`src/rtl/avg_window_unit_if.sv`:
```
// Streaming handshake bundle for avg_window_unit: control pulses, sample input
// channel and result output channel.
interface avg_window_unit_if #(
  parameter int W = 8
);
  logic         start;
  logic         stop;
  logic         mode;
  logic         in_valid;
  logic [W-1:0] in_data;
  logic         in_ready;
  logic         out_valid;
  logic [W-1:0] out_data;
  logic         out_ready;
  logic         busy;

  modport master (
    output start, stop, mode, in_valid, in_data, out_ready,
    input  in_ready, out_valid, out_data, busy
  );

  modport slave (
    input  start, stop, mode, in_valid, in_data, out_ready,
    output in_ready, out_valid, out_data, busy
  );
endinterface

```
`src/rtl/avg_window_unit.sv`:
```
// Block / sliding mean over a 2^LOG2N window of unsigned samples with valid/ready on both sides.
// Optional AVG_WINDOW_ROUND_EN selects round-half-up results instead of truncation.
module avg_window_unit #(
  parameter int W     = 8,
  parameter int LOG2N = 2
) (
  input  logic             clk,
  input  logic             rst_n,
  avg_window_unit_if.slave bus
);

  localparam int N     = 1 << LOG2N;
  localparam int ACC_W = W + LOG2N;
  localparam int EXT_W = ACC_W + 1;
  localparam int CNT_W = (LOG2N > 0) ? LOG2N : 1;
  localparam logic [CNT_W-1:0] CNT_LAST = CNT_W'(N - 1);
`ifdef AVG_WINDOW_ROUND_EN
  localparam logic [EXT_W-1:0] HALF = EXT_W'(N >> 1);
`else
  localparam logic [EXT_W-1:0] HALF = '0;
`endif

  typedef enum logic [1:0] {
    S_IDLE   = 2'd0,
    S_FILL   = 2'd1,
    S_STREAM = 2'd2
  } state_e;

  // Window total to result; the extra headroom bit keeps total+HALF exact.
  function automatic logic [W-1:0] scale(input logic [EXT_W-1:0] total);
    scale = W'((total + HALF) >> LOG2N);
  endfunction

  state_e           state_q, state_d;
  logic             mode_q, mode_d;
  logic [ACC_W-1:0] sum_q, sum_d;
  logic [CNT_W-1:0] cnt_q, cnt_d;
  logic [CNT_W-1:0] wp_q, wp_d;
  logic [W-1:0]     win_q [N];
  logic [W-1:0]     win_d [N];
  logic             out_valid_q, out_valid_d;
  logic [W-1:0]     out_data_q, out_data_d;

  logic             in_ready_s;
  logic             accept_s;
  logic [CNT_W-1:0] wp_inc_s;
  logic [EXT_W-1:0] x_ext_s;
  logic [EXT_W-1:0] fill_total_s;
  logic [EXT_W-1:0] stream_total_s;

  assign in_ready_s = (state_q != S_IDLE) && (!out_valid_q || bus.out_ready)
                      && !bus.start && !bus.stop;
  assign accept_s   = bus.in_valid && in_ready_s;
  assign wp_inc_s   = (wp_q == CNT_LAST) ? '0 : wp_q + CNT_W'(1);
  assign x_ext_s    = {{(EXT_W - W){1'b0}}, bus.in_data};

  // Sliding update drops the oldest sample, which sits at the write pointer.
  assign fill_total_s   = {1'b0, sum_q} + x_ext_s;
  assign stream_total_s = {1'b0, sum_q} + x_ext_s - {{(EXT_W - W){1'b0}}, win_q[wp_q]};

  assign bus.in_ready  = in_ready_s;
  assign bus.out_valid = out_valid_q;
  assign bus.out_data  = out_data_q;
  assign bus.busy      = (state_q != S_IDLE);

  // Next-state computation for the FSM, accumulator, sample window and output register.
  always_comb begin
    state_d     = state_q;
    mode_d      = mode_q;
    sum_d       = sum_q;
    cnt_d       = cnt_q;
    wp_d        = wp_q;
    win_d       = win_q;
    out_valid_d = out_valid_q;
    out_data_d  = out_data_q;

    if (bus.stop) begin
      state_d     = S_IDLE;
      out_valid_d = 1'b0;
    end else if (bus.start) begin
      state_d     = S_FILL;
      mode_d      = bus.mode;
      sum_d       = '0;
      cnt_d       = '0;
      wp_d        = '0;
      out_valid_d = 1'b0;
      for (int i = 0; i < N; i++) begin
        win_d[i] = '0;
      end
    end else begin
      if (bus.out_ready) begin
        out_valid_d = 1'b0;
      end else begin
        out_valid_d = out_valid_q;
      end

      if (accept_s) begin
        case (state_q)
          S_FILL: begin
            if (mode_q) begin
              win_d[wp_q] = bus.in_data;
              wp_d        = wp_inc_s;
            end else begin
              wp_d = wp_q;
            end
            if (cnt_q == CNT_LAST) begin
              out_valid_d = 1'b1;
              out_data_d  = scale(fill_total_s);
              cnt_d       = '0;
              if (mode_q) begin
                sum_d   = ACC_W'(fill_total_s);
                state_d = S_STREAM;
              end else begin
                sum_d   = '0;
                state_d = S_FILL;
              end
            end else begin
              cnt_d = cnt_q + CNT_W'(1);
              sum_d = ACC_W'(fill_total_s);
            end
          end
          S_STREAM: begin
            sum_d       = ACC_W'(stream_total_s);
            win_d[wp_q] = bus.in_data;
            wp_d        = wp_inc_s;
            out_valid_d = 1'b1;
            out_data_d  = scale(stream_total_s);
          end
          default: begin
            state_d = S_IDLE;
          end
        endcase
      end else begin
        state_d = state_q;
      end
    end
  end

  // State and datapath registers with asynchronous clear.
  always_ff @(posedge clk or negedge rst_n) begin
    if (!rst_n) begin
      state_q     <= S_IDLE;
      mode_q      <= 1'b0;
      sum_q       <= '0;
      cnt_q       <= '0;
      wp_q        <= '0;
      out_valid_q <= 1'b0;
      out_data_q  <= '0;
      for (int i = 0; i < N; i++) begin
        win_q[i] <= '0;
      end
    end else begin
      state_q     <= state_d;
      mode_q      <= mode_d;
      sum_q       <= sum_d;
      cnt_q       <= cnt_d;
      wp_q        <= wp_d;
      out_valid_q <= out_valid_d;
      out_data_q  <= out_data_d;
      for (int i = 0; i < N; i++) begin
        win_q[i] <= win_d[i];
      end
    end
  end

endmodule
```
`src/flat_wrapper.sv`:
```
// flat-port wrapper written by rule: the top's interface ports become plain ports
module avg_window_unit_flat 
#(
  parameter int W     = 8,
  parameter int LOG2N = 2
)
  (clk, rst_n, bus_start, bus_stop, bus_mode, bus_in_valid, bus_in_data, bus_out_ready, bus_in_ready, bus_out_valid, bus_out_data, bus_busy);
  avg_window_unit_if #(.W(W)) bus_i ();
  input  logic clk;
  input  logic rst_n;
  input wire logic [$bits(bus_i.start)-1:0] bus_start;
  input wire logic [$bits(bus_i.stop)-1:0] bus_stop;
  input wire logic [$bits(bus_i.mode)-1:0] bus_mode;
  input wire logic [$bits(bus_i.in_valid)-1:0] bus_in_valid;
  input wire logic [$bits(bus_i.in_data)-1:0] bus_in_data;
  input wire logic [$bits(bus_i.out_ready)-1:0] bus_out_ready;
  output wire logic [$bits(bus_i.in_ready)-1:0] bus_in_ready;
  output wire logic [$bits(bus_i.out_valid)-1:0] bus_out_valid;
  output wire logic [$bits(bus_i.out_data)-1:0] bus_out_data;
  output wire logic [$bits(bus_i.busy)-1:0] bus_busy;
  assign bus_i.start = bus_start;
  assign bus_i.stop = bus_stop;
  assign bus_i.mode = bus_mode;
  assign bus_i.in_valid = bus_in_valid;
  assign bus_i.in_data = bus_in_data;
  assign bus_i.out_ready = bus_out_ready;
  assign bus_in_ready = bus_i.in_ready;
  assign bus_out_valid = bus_i.out_valid;
  assign bus_out_data = bus_i.out_data;
  assign bus_busy = bus_i.busy;
  avg_window_unit #(.W(W), .LOG2N(LOG2N)) u_core (.clk(clk), .rst_n(rst_n), .bus(bus_i));
endmodule
```
`config.mk`:
```
export PLATFORM = sky130hd
export DESIGN_NAME = avg_window_unit_flat
export DESIGN_NICKNAME = d
export VERILOG_FILES = /design/src/rtl/avg_window_unit_if.sv /design/src/rtl/avg_window_unit.sv /design/src/flat_wrapper.sv
export SDC_FILE = /design/constraint.sdc
export NUM_CORES = 1
export LEC_CHECK = 0
export CORE_ASPECT_RATIO = 1.75
export CORE_UTILIZATION = 43
export DETAILED_ROUTE_END_ITERATION = 6
export PLACE_DENSITY = 0.62
export SLEW_MARGIN = 20
export SYNTH_ARGS = -nofsm -noshare
export SYNTH_HDL_FRONTEND = slang
export SYNTH_SLANG_ARGS = --single-unit
```
`constraint.sdc`:
```
create_clock -name clk -period 3.25 [get_ports clk]
set_input_delay 0.65 -clock clk [delete_from_list [all_inputs] [get_ports clk]]
set_output_delay 0.65 -clock clk [all_outputs]
set_load 0.05 [all_outputs]
```
==> results of run 1 <==
[power groups by stage]
| stage | Sequential [mW] | Combinational [mW] | Clock [mW] |
|---|---|---|---|
| 2_1_floorplan | 0.868 | 0.253 | 0 |
| 3_3_place_gp | 0.802 | 0.534 | 0 |
| 3_5_place_dp | 0.804 | 0.542 | 0 |
| 4_1_cts | 0.791 | 0.552 | 0.945 |
| 5_1_grt | 0.796 | 0.624 | 0.975 |
| 6_report | 0.791 | 0.574 | 0.929 |
[cells in the mapped netlist (all sizes together) (2+ instances only)]
| cell | instances | area, µm² |
|---|---|---|
| nor4 | 2 | 12.51 |
| nand3 | 5 | 25.02 |
| o31ai | 5 | 37.54 |
| o211ai | 2 | 15.01 |
| dfrtp | 58 | 1451 |
| nor4b | 2 | 23.77 |
| nand2 | 36 | 135.1 |
| fa | 2 | 40.04 |
| a21o | 3 | 22.52 |
| a21oi | 18 | 93.84 |
| o21ai | 27 | 135.1 |
| xnor2 | 7 | 61.31 |
| a22o | 32 | 280.3 |
| nor2b | 5 | 31.28 |
| buf | 3 | 13.76 |
| a31oi | 3 | 18.77 |
| and2 | 7 | 43.80 |
| xor2 | 6 | 52.55 |
| ha | 24 | 300.3 |
| mux4 | 8 | 180.2 |
| or2 | 8 | 50.05 |
| mux2i | 2 | 20.02 |
| inv | 20 | 75.07 |
| or3 | 2 | 12.51 |
| nand2b | 8 | 50.05 |
| clkbuf | 14 | 52.55 |
| nor2 | 14 | 52.55 |
[final cells by class]
type / count / area (µm²)
Timing Repair Buffer: 75 / 630.6
Clock inverter: 5 / 55.05
Multi-Input combinational cell: 247 / 2007
Clock buffer: 11 / 232.7
Sequential cell: 58 / 1451
Inverter: 20 / 75.07
Fill cell: 702 / 3291
Tap cell: 90 / 112.6
[path summary, 6_finish.rpt]
| path | start | to | slack (ns) | cells after the start |
|---|---|---|---|---|
| worst max-delay path | u_core.sum_q[0] | u_core.sum_q[7] | 0.08 | 12 |
| worst min-delay path | rst_n | u_core.bus.out_data[1] | 0.33 | 1 |
| worst max register to register | u_core.sum_q[0] | u_core.sum_q[7] | 0.08 | 12 |
| worst min register to register | u_core.bus.out_data[0] | u_core.bus.out_data[0] | 0.47 | 2 |
| max in group asynchronous | rst_n | u_core.win_q[14] | 2.29 | 2 |
| min in group clk | u_core.bus.out_data[0] | u_core.bus.out_data[0] | 0.47 | 2 |
[cells by family (layout without fill, tap and decap cells)]
| family | count (synthesis) | count (layout) | synth area share, % |
|---|---|---|---|
| AND/OR/NAND/NOR | 94 | 94 | 13.73 |
| XOR/XNOR | 14 | 14 | 3.938 |
| multiplexers | 11 | 11 | 6.105 |
| AO/OA/AOI/OAI | 102 | 102 | 20.41 |
| buffers and inverters | 37 | 111 | 4.082 |
| flip-flops | 58 | 58 | 41.91 |
| adder cells (fa/ha/maj) | 26 | 26 | 9.827 |
[critical path, cell delays in order (launching register included)]
cell and delay (ns):
dfrtp_1 0.40, ha_4 0.18, fa_2 0.35, a21o_1 0.22
a21oi_4 0.20, o21ai_2 0.10, xor2_2 0.15, ha_1 0.31
a21o_1 0.16, a31o_2 0.22, or3_1 0.31, and3_4 0.19
a221o_1 0.28
[metal layers]
layer	track usage, %	vias up	routed length, µm
met4	10.63	0	268
met1	25.91	1418	3610
li1	-	1375	-
met2	40.26	48	4822
met3	4.500	20	218
met5	0	-	0
[state kept, by name (all words and copies together), names as in the netlist]
register and cells:
u_core.win_q 32, u_core.sum_q 10, u_core.bus.out_data 8, u_core.cnt_q 2, u_core.state_q 2, u_core.wp_q 2
u_core.bus.out_valid 1, u_core.mode_q 1
[repair_timing]
| action | CTS | global route |
|---|---|---|
| pin swaps | 8 | 10 |
| endpoints found under the setup margin | 8 | 8 |
| setup buffers | 2 | 3 |
| gates resized for setup | 11 | 20 |
==> flow_summary_export.csv, run 1 <==
group,metric,value,unit
cts,clk_path_buf_depth,2,
global_route,grt_antenna_before_repair,0,
drt,viasPerCell,5.654,
layout,syn2layout_area_growth,31.79,%
logic_synthesis,syn_nets,383,
drt,routed_wl,8919,µm
sta,finalCritPeriodShare,97.60,%
power,power.switching,687.4,µW
placement,dp_hpwl,6480,µm
layout,post-route-cell-area,4564,µm²
layout,mostFrequentLayoutCells,"dfrtp_1 (58), buf_4 (51), nand2_1 (36)",
critical_path,path_class,"reg -> reg",
layout,drive_gt1_share,24.76,%
logic_synthesis,dominantRegCellSynth,"dfrtp_1",
power,clkPwrFrac,40.5,%
sta,fin_crit,3.172,ns
layout,final_cells,506,
global_route,grt_start_max_net_pins,47,
power,seqPwrFrac,34.5,%
drt,drcViolationCount,0,
logic_synthesis,syn_inst,342,
run,max-cap-violations,0,
sta,hold_violations,0,
layout,final_common_cell,"dfrtp_1",
logic_synthesis,synth-warning-count,0,
critical_path,crit_required,3.46,ns
critical_path,critPathMaxFanout,3,
logic_synthesis,ys_ff_latch,58,
logic_synthesis,seq_area_frac_synth,41.91,%
power,peakVddDrop,0.3176,mV
outcome,status,"completed",
placement,place_inst,485,
drt,dr.pass1.iters,4,
layout,final_net_count,452,
sta,setup_violations,0,
global_route,grt_overflow,0,
power,powerDensity,502.5,nW/µm²
power,p_comb_share,25.0,%
placement,finalWeightedCongestion,0.8367,
critical_path,start_kind,"flop",
cts,htreeDepth,3,
global_route,grt_usage,22.73,%
cts,clk_pin_slew_worst_paths,0.06,ns
sta,skew,0.007482,ns
critical_path,cp.arrival,3.38,ns
cts,clk_latency,0.33,ns
drt,ant_nets,0,
layout,antenna_cells,0,
floorplan,dieArea,8431,µm²
drt,drtIter0Drc,153,
power,p_int,1.606,mW
sta,worst_pin_slew,0.5900,ns
cts,cts_tree,"yes",
floorplan,fp.dieW,69.84,µm
cts,cts_sinks,58,
layout,final_util,58.11,%
cts,cts_buffers,9,
sta,maxSlewHeadroom,60.67,%
floorplan,rows,43,
sta,whs,0.3295,ns
worst_hold_path,hold_path_class,"in -> async",
sta,clock.fmax,315.3,MHz
floorplan,die_h,120.7,µm
logic_synthesis,async_flop_share,100.0,%
power,leakagePower,2.085,nW
placement,post-place-ws,-0.7563,ns
floorplan,start_util,44.09,%
sta,fin_tns_setup,0,ns
logic_synthesis,ys_types,53,
logic_synthesis,netlist_area,3463,µm²
sta,rsz0062_at_grt,"yes",
placement,place_area,4118,µm²
drt,via_count,2861,
cts,postCtsHoldBufs,0,
logic_synthesis,synth_edf_count,0,
power,total_power,2.294,mW
sta,fin_ws,0.07800,ns
placement,io_buffers,25,
floorplan,core,7855,µm²
sta,drv_slew,0,
global_route,grt_pass1_wl,14590,µm
floorplan,io_pins,26,
global_route,grt_pass1_vias,2968,
power,power_switching_share,29.97,%
critical_path,cp-end-kind,"flop",
drt,routedWlPerCell,17.63,µm
cts,root_buffer,"clkbuf_16",
logic_synthesis,avgSynthCellArea,10.13,µm²
Power figures use the tool's default switching activity.
==> run 2: changes to the inputs <==
--- a/config.mk
+++ b/config.mk
@@ -9,6 +9,7 @@
 export CORE_UTILIZATION = 43
 export DETAILED_ROUTE_END_ITERATION = 6
 export PLACE_DENSITY = 0.62
+export SETUP_SLACK_MARGIN = 0.3
 export SLEW_MARGIN = 20
 export SYNTH_ARGS = -nofsm -noshare
 export SYNTH_HDL_FRONTEND = slang
==> flow_summary_export.csv, run 2 (synthesized netlist as in run 1, its figures left out) <==
group,metric,value,unit
sta,whs,0.3159,ns
sta,worst_pin_slew,0.5882,ns
drt,drtIter0Drc,126,
sta,drv_slew,0,
global_route,grt_start_max_net_pins,36,
worst_hold_path,hold_path_class,"in -> async",
drt,ant_nets,0,
critical_path,start_kind,"flop",
critical_path,critPathMaxFanout,3,
sta,fin_ws,0.03068,ns
layout,mostFrequentLayoutCells,"buf_4 (61), dfrtp_1 (57), nand2_1 (36)",
floorplan,fp.dieW,69.84,µm
placement,place_inst,491,
global_route,grt_antenna_before_repair,0,
sta,skew,0.006458,ns
layout,regMostFlops,"u_core.win_q",
power,peakVddDrop,0.3675,mV
power,power_switching_share,28.75,%
drt,via_count,2943,
power,leakagePower,2.195,nW
global_route,grt_usage,24.01,%
power,p_comb_share,26.3,%
placement,dp_hpwl,6683,µm
sta,maxSlewHeadroom,60.79,%
sta,hold_violations,0,
drt,drcViolationCount,0,
placement,finalWeightedCongestion,0.8637,
floorplan,core,7855,µm²
run,max-cap-violations,0,
critical_path,crit_required,3.46,ns
floorplan,rows,43,
floorplan,die_h,120.7,µm
drt,dr.pass1.iters,4,
power,powerDensity,514.3,nW/µm²
critical_path,max_stage_delay,0.41,ns
layout,drive_gt1_share,29.53,%
critical_path,cpMaxStageDelayCell,"dfrtp_1",
placement,post-place-ws,-0.7432,ns
critical_path,cp.arrival,3.43,ns
critical_path,cp-end-kind,"flop",
drt,routed_wl,9326,µm
power,total_power,2.474,mW
sta,fin_tns_setup,0,ns
critical_path,crit_path_frequent_cell,"a21o_1",
layout,final_cells,520,
cts,postCtsHoldBufs,0,
power,p_int,1.763,mW
layout,syn2layout_area_growth,38.91,%
layout,final_util,61.25,%
cts,clk_latency,0.33,ns
floorplan,io_pins,26,
cts,clk_pin_slew_worst_paths,0.06,ns
floorplan,start_util,44.09,%
power,clkPwrFrac,41.5,%
layout,largest_register_ffs,32,
layout,post-route-cell-area,4811,µm²
cts,clk_path_buf_depth,2,
layout,final_common_cell,"buf_4",
layout,final_net_count,466,
global_route,grt_pass1_vias,3048,
critical_path,path_class,"reg -> reg",
cts,root_buffer,"clkbuf_16",
sta,rsz0062_at_grt,"yes",
placement,io_buffers,25,
power,seqPwrFrac,32.2,%
cts,cts_buffers,9,
cts,htreeDepth,3,
sta,finalCritPeriodShare,99.06,%
sta,clock.fmax,310.6,MHz
sta,fin_crit,3.219,ns
layout,nFillCells,643,
cts,cts_tree,"yes",
global_route,grt_overflow,0,
placement,place_area,4190,µm²
power,power.switching,711.4,µW
outcome,status,"completed",
cts,cts_sinks,58,
critical_path,crit_chain,"ha_4 > fa_2 > a21o_1 > a21oi_4 > o21ai_2 > xor2_1 > ha_1 > a21o_1 > a31o_4 > or3_1 > and3_4 > a221o_1",
sta,setup_violations,0,
drt,viasPerCell,5.660,
layout,antenna_cells,0,
drt,routedWlPerCell,17.93,µm
floorplan,dieArea,8431,µm²
global_route,grt_pass1_wl,15410,µm
==> run 2: cell count changes in the layout (fill, tap and decap cells not counted), moves of 2 or more <==
cell             before  now
buf_4                51   61
ha_1                 19   15
ha_4                  5    9
o21ai_0              20   16
buf_6                 1    4
clkdlybuf4s50_1      19   16
dlygate4sd2_1         1    4
o21ai_2               1    3
xor2_2                2    0
==> run 2: power groups by stage <==
stage / logic (mW) / clock network (mW) / registers [mW]
final: 0.651 / 1.03 / 0.797
after floorplan: 0.261 / 0 / 0.868
after CTS: 0.600 / 1.04 / 0.799
after global placement: 0.555 / 0 / 0.806
after detailed placement: 0.565 / 0 / 0.809
after global routing: 0.702 / 1.07 / 0.801
==> run 2: metal layers <==
layer  vias to the layer above  part of all wire (%)  global-route usage, %  wire length, µm
met1                      1478                    41                  28.52             3826
met2                        50                    54                  42.55             5059
met4                         0                   2.0                  10.63              191
met5                         -                     0                      0                0
met3                        18                   2.7                  3.333              248
li1                       1397                     -                      -                -
==> run 2: worst paths after layout <==
| check | start | endpoint | slack, ns | depth (start not counted) |
|---|---|---|---|---|
| setup / recovery | u_core.sum_q[0] | u_core.sum_q[7] | 0.03 | 12 |
| hold / removal | rst_n | u_core.bus.out_data[1] | 0.32 | 1 |
| setup reg to reg | u_core.sum_q[0] | u_core.sum_q[7] | 0.03 | 12 |
| hold reg to reg | u_core.bus.out_data[0] | u_core.bus.out_data[0] | 0.48 | 2 |
| max in group asynchronous | rst_n | u_core.win_q[7] | 2.07 | 2 |
| min in group clk | u_core.bus.out_data[0] | u_core.bus.out_data[0] | 0.48 | 2 |
==> run 2: worst max-delay path, delay by kind of cell (launching register included) <==
family	cells	cell delay (ns)
fa+ha+maj	3	0.80
simple gates	2	0.49
compound gates	6	1.19
xor+xnor	1	0.20
flops	1	0.41
==> run 2: repair_timing <==
item                                    4_1_cts  5_1_grt
endpoints found under the setup margin       13       10
hold endpoints to repair                      0        0
buffers inserted                              7        6
pin swaps                                    13       15
gates resized for setup                      30       19
==> run 2: cell type report <==
class | instances | area, µm² | share of cell area [%]
sequential | 58 | 1453 | 30.20
inverter | 20 | 75.07 | 1.560
timing repair buffer | 89 | 747.0 | 15.53
clock inverter | 5 | 77.57 | 1.612
clock buffer | 11 | 242.7 | 5.046
multi-input combinational | 247 | 2103 | 43.72
tap | 90 | 112.6 | 2.341
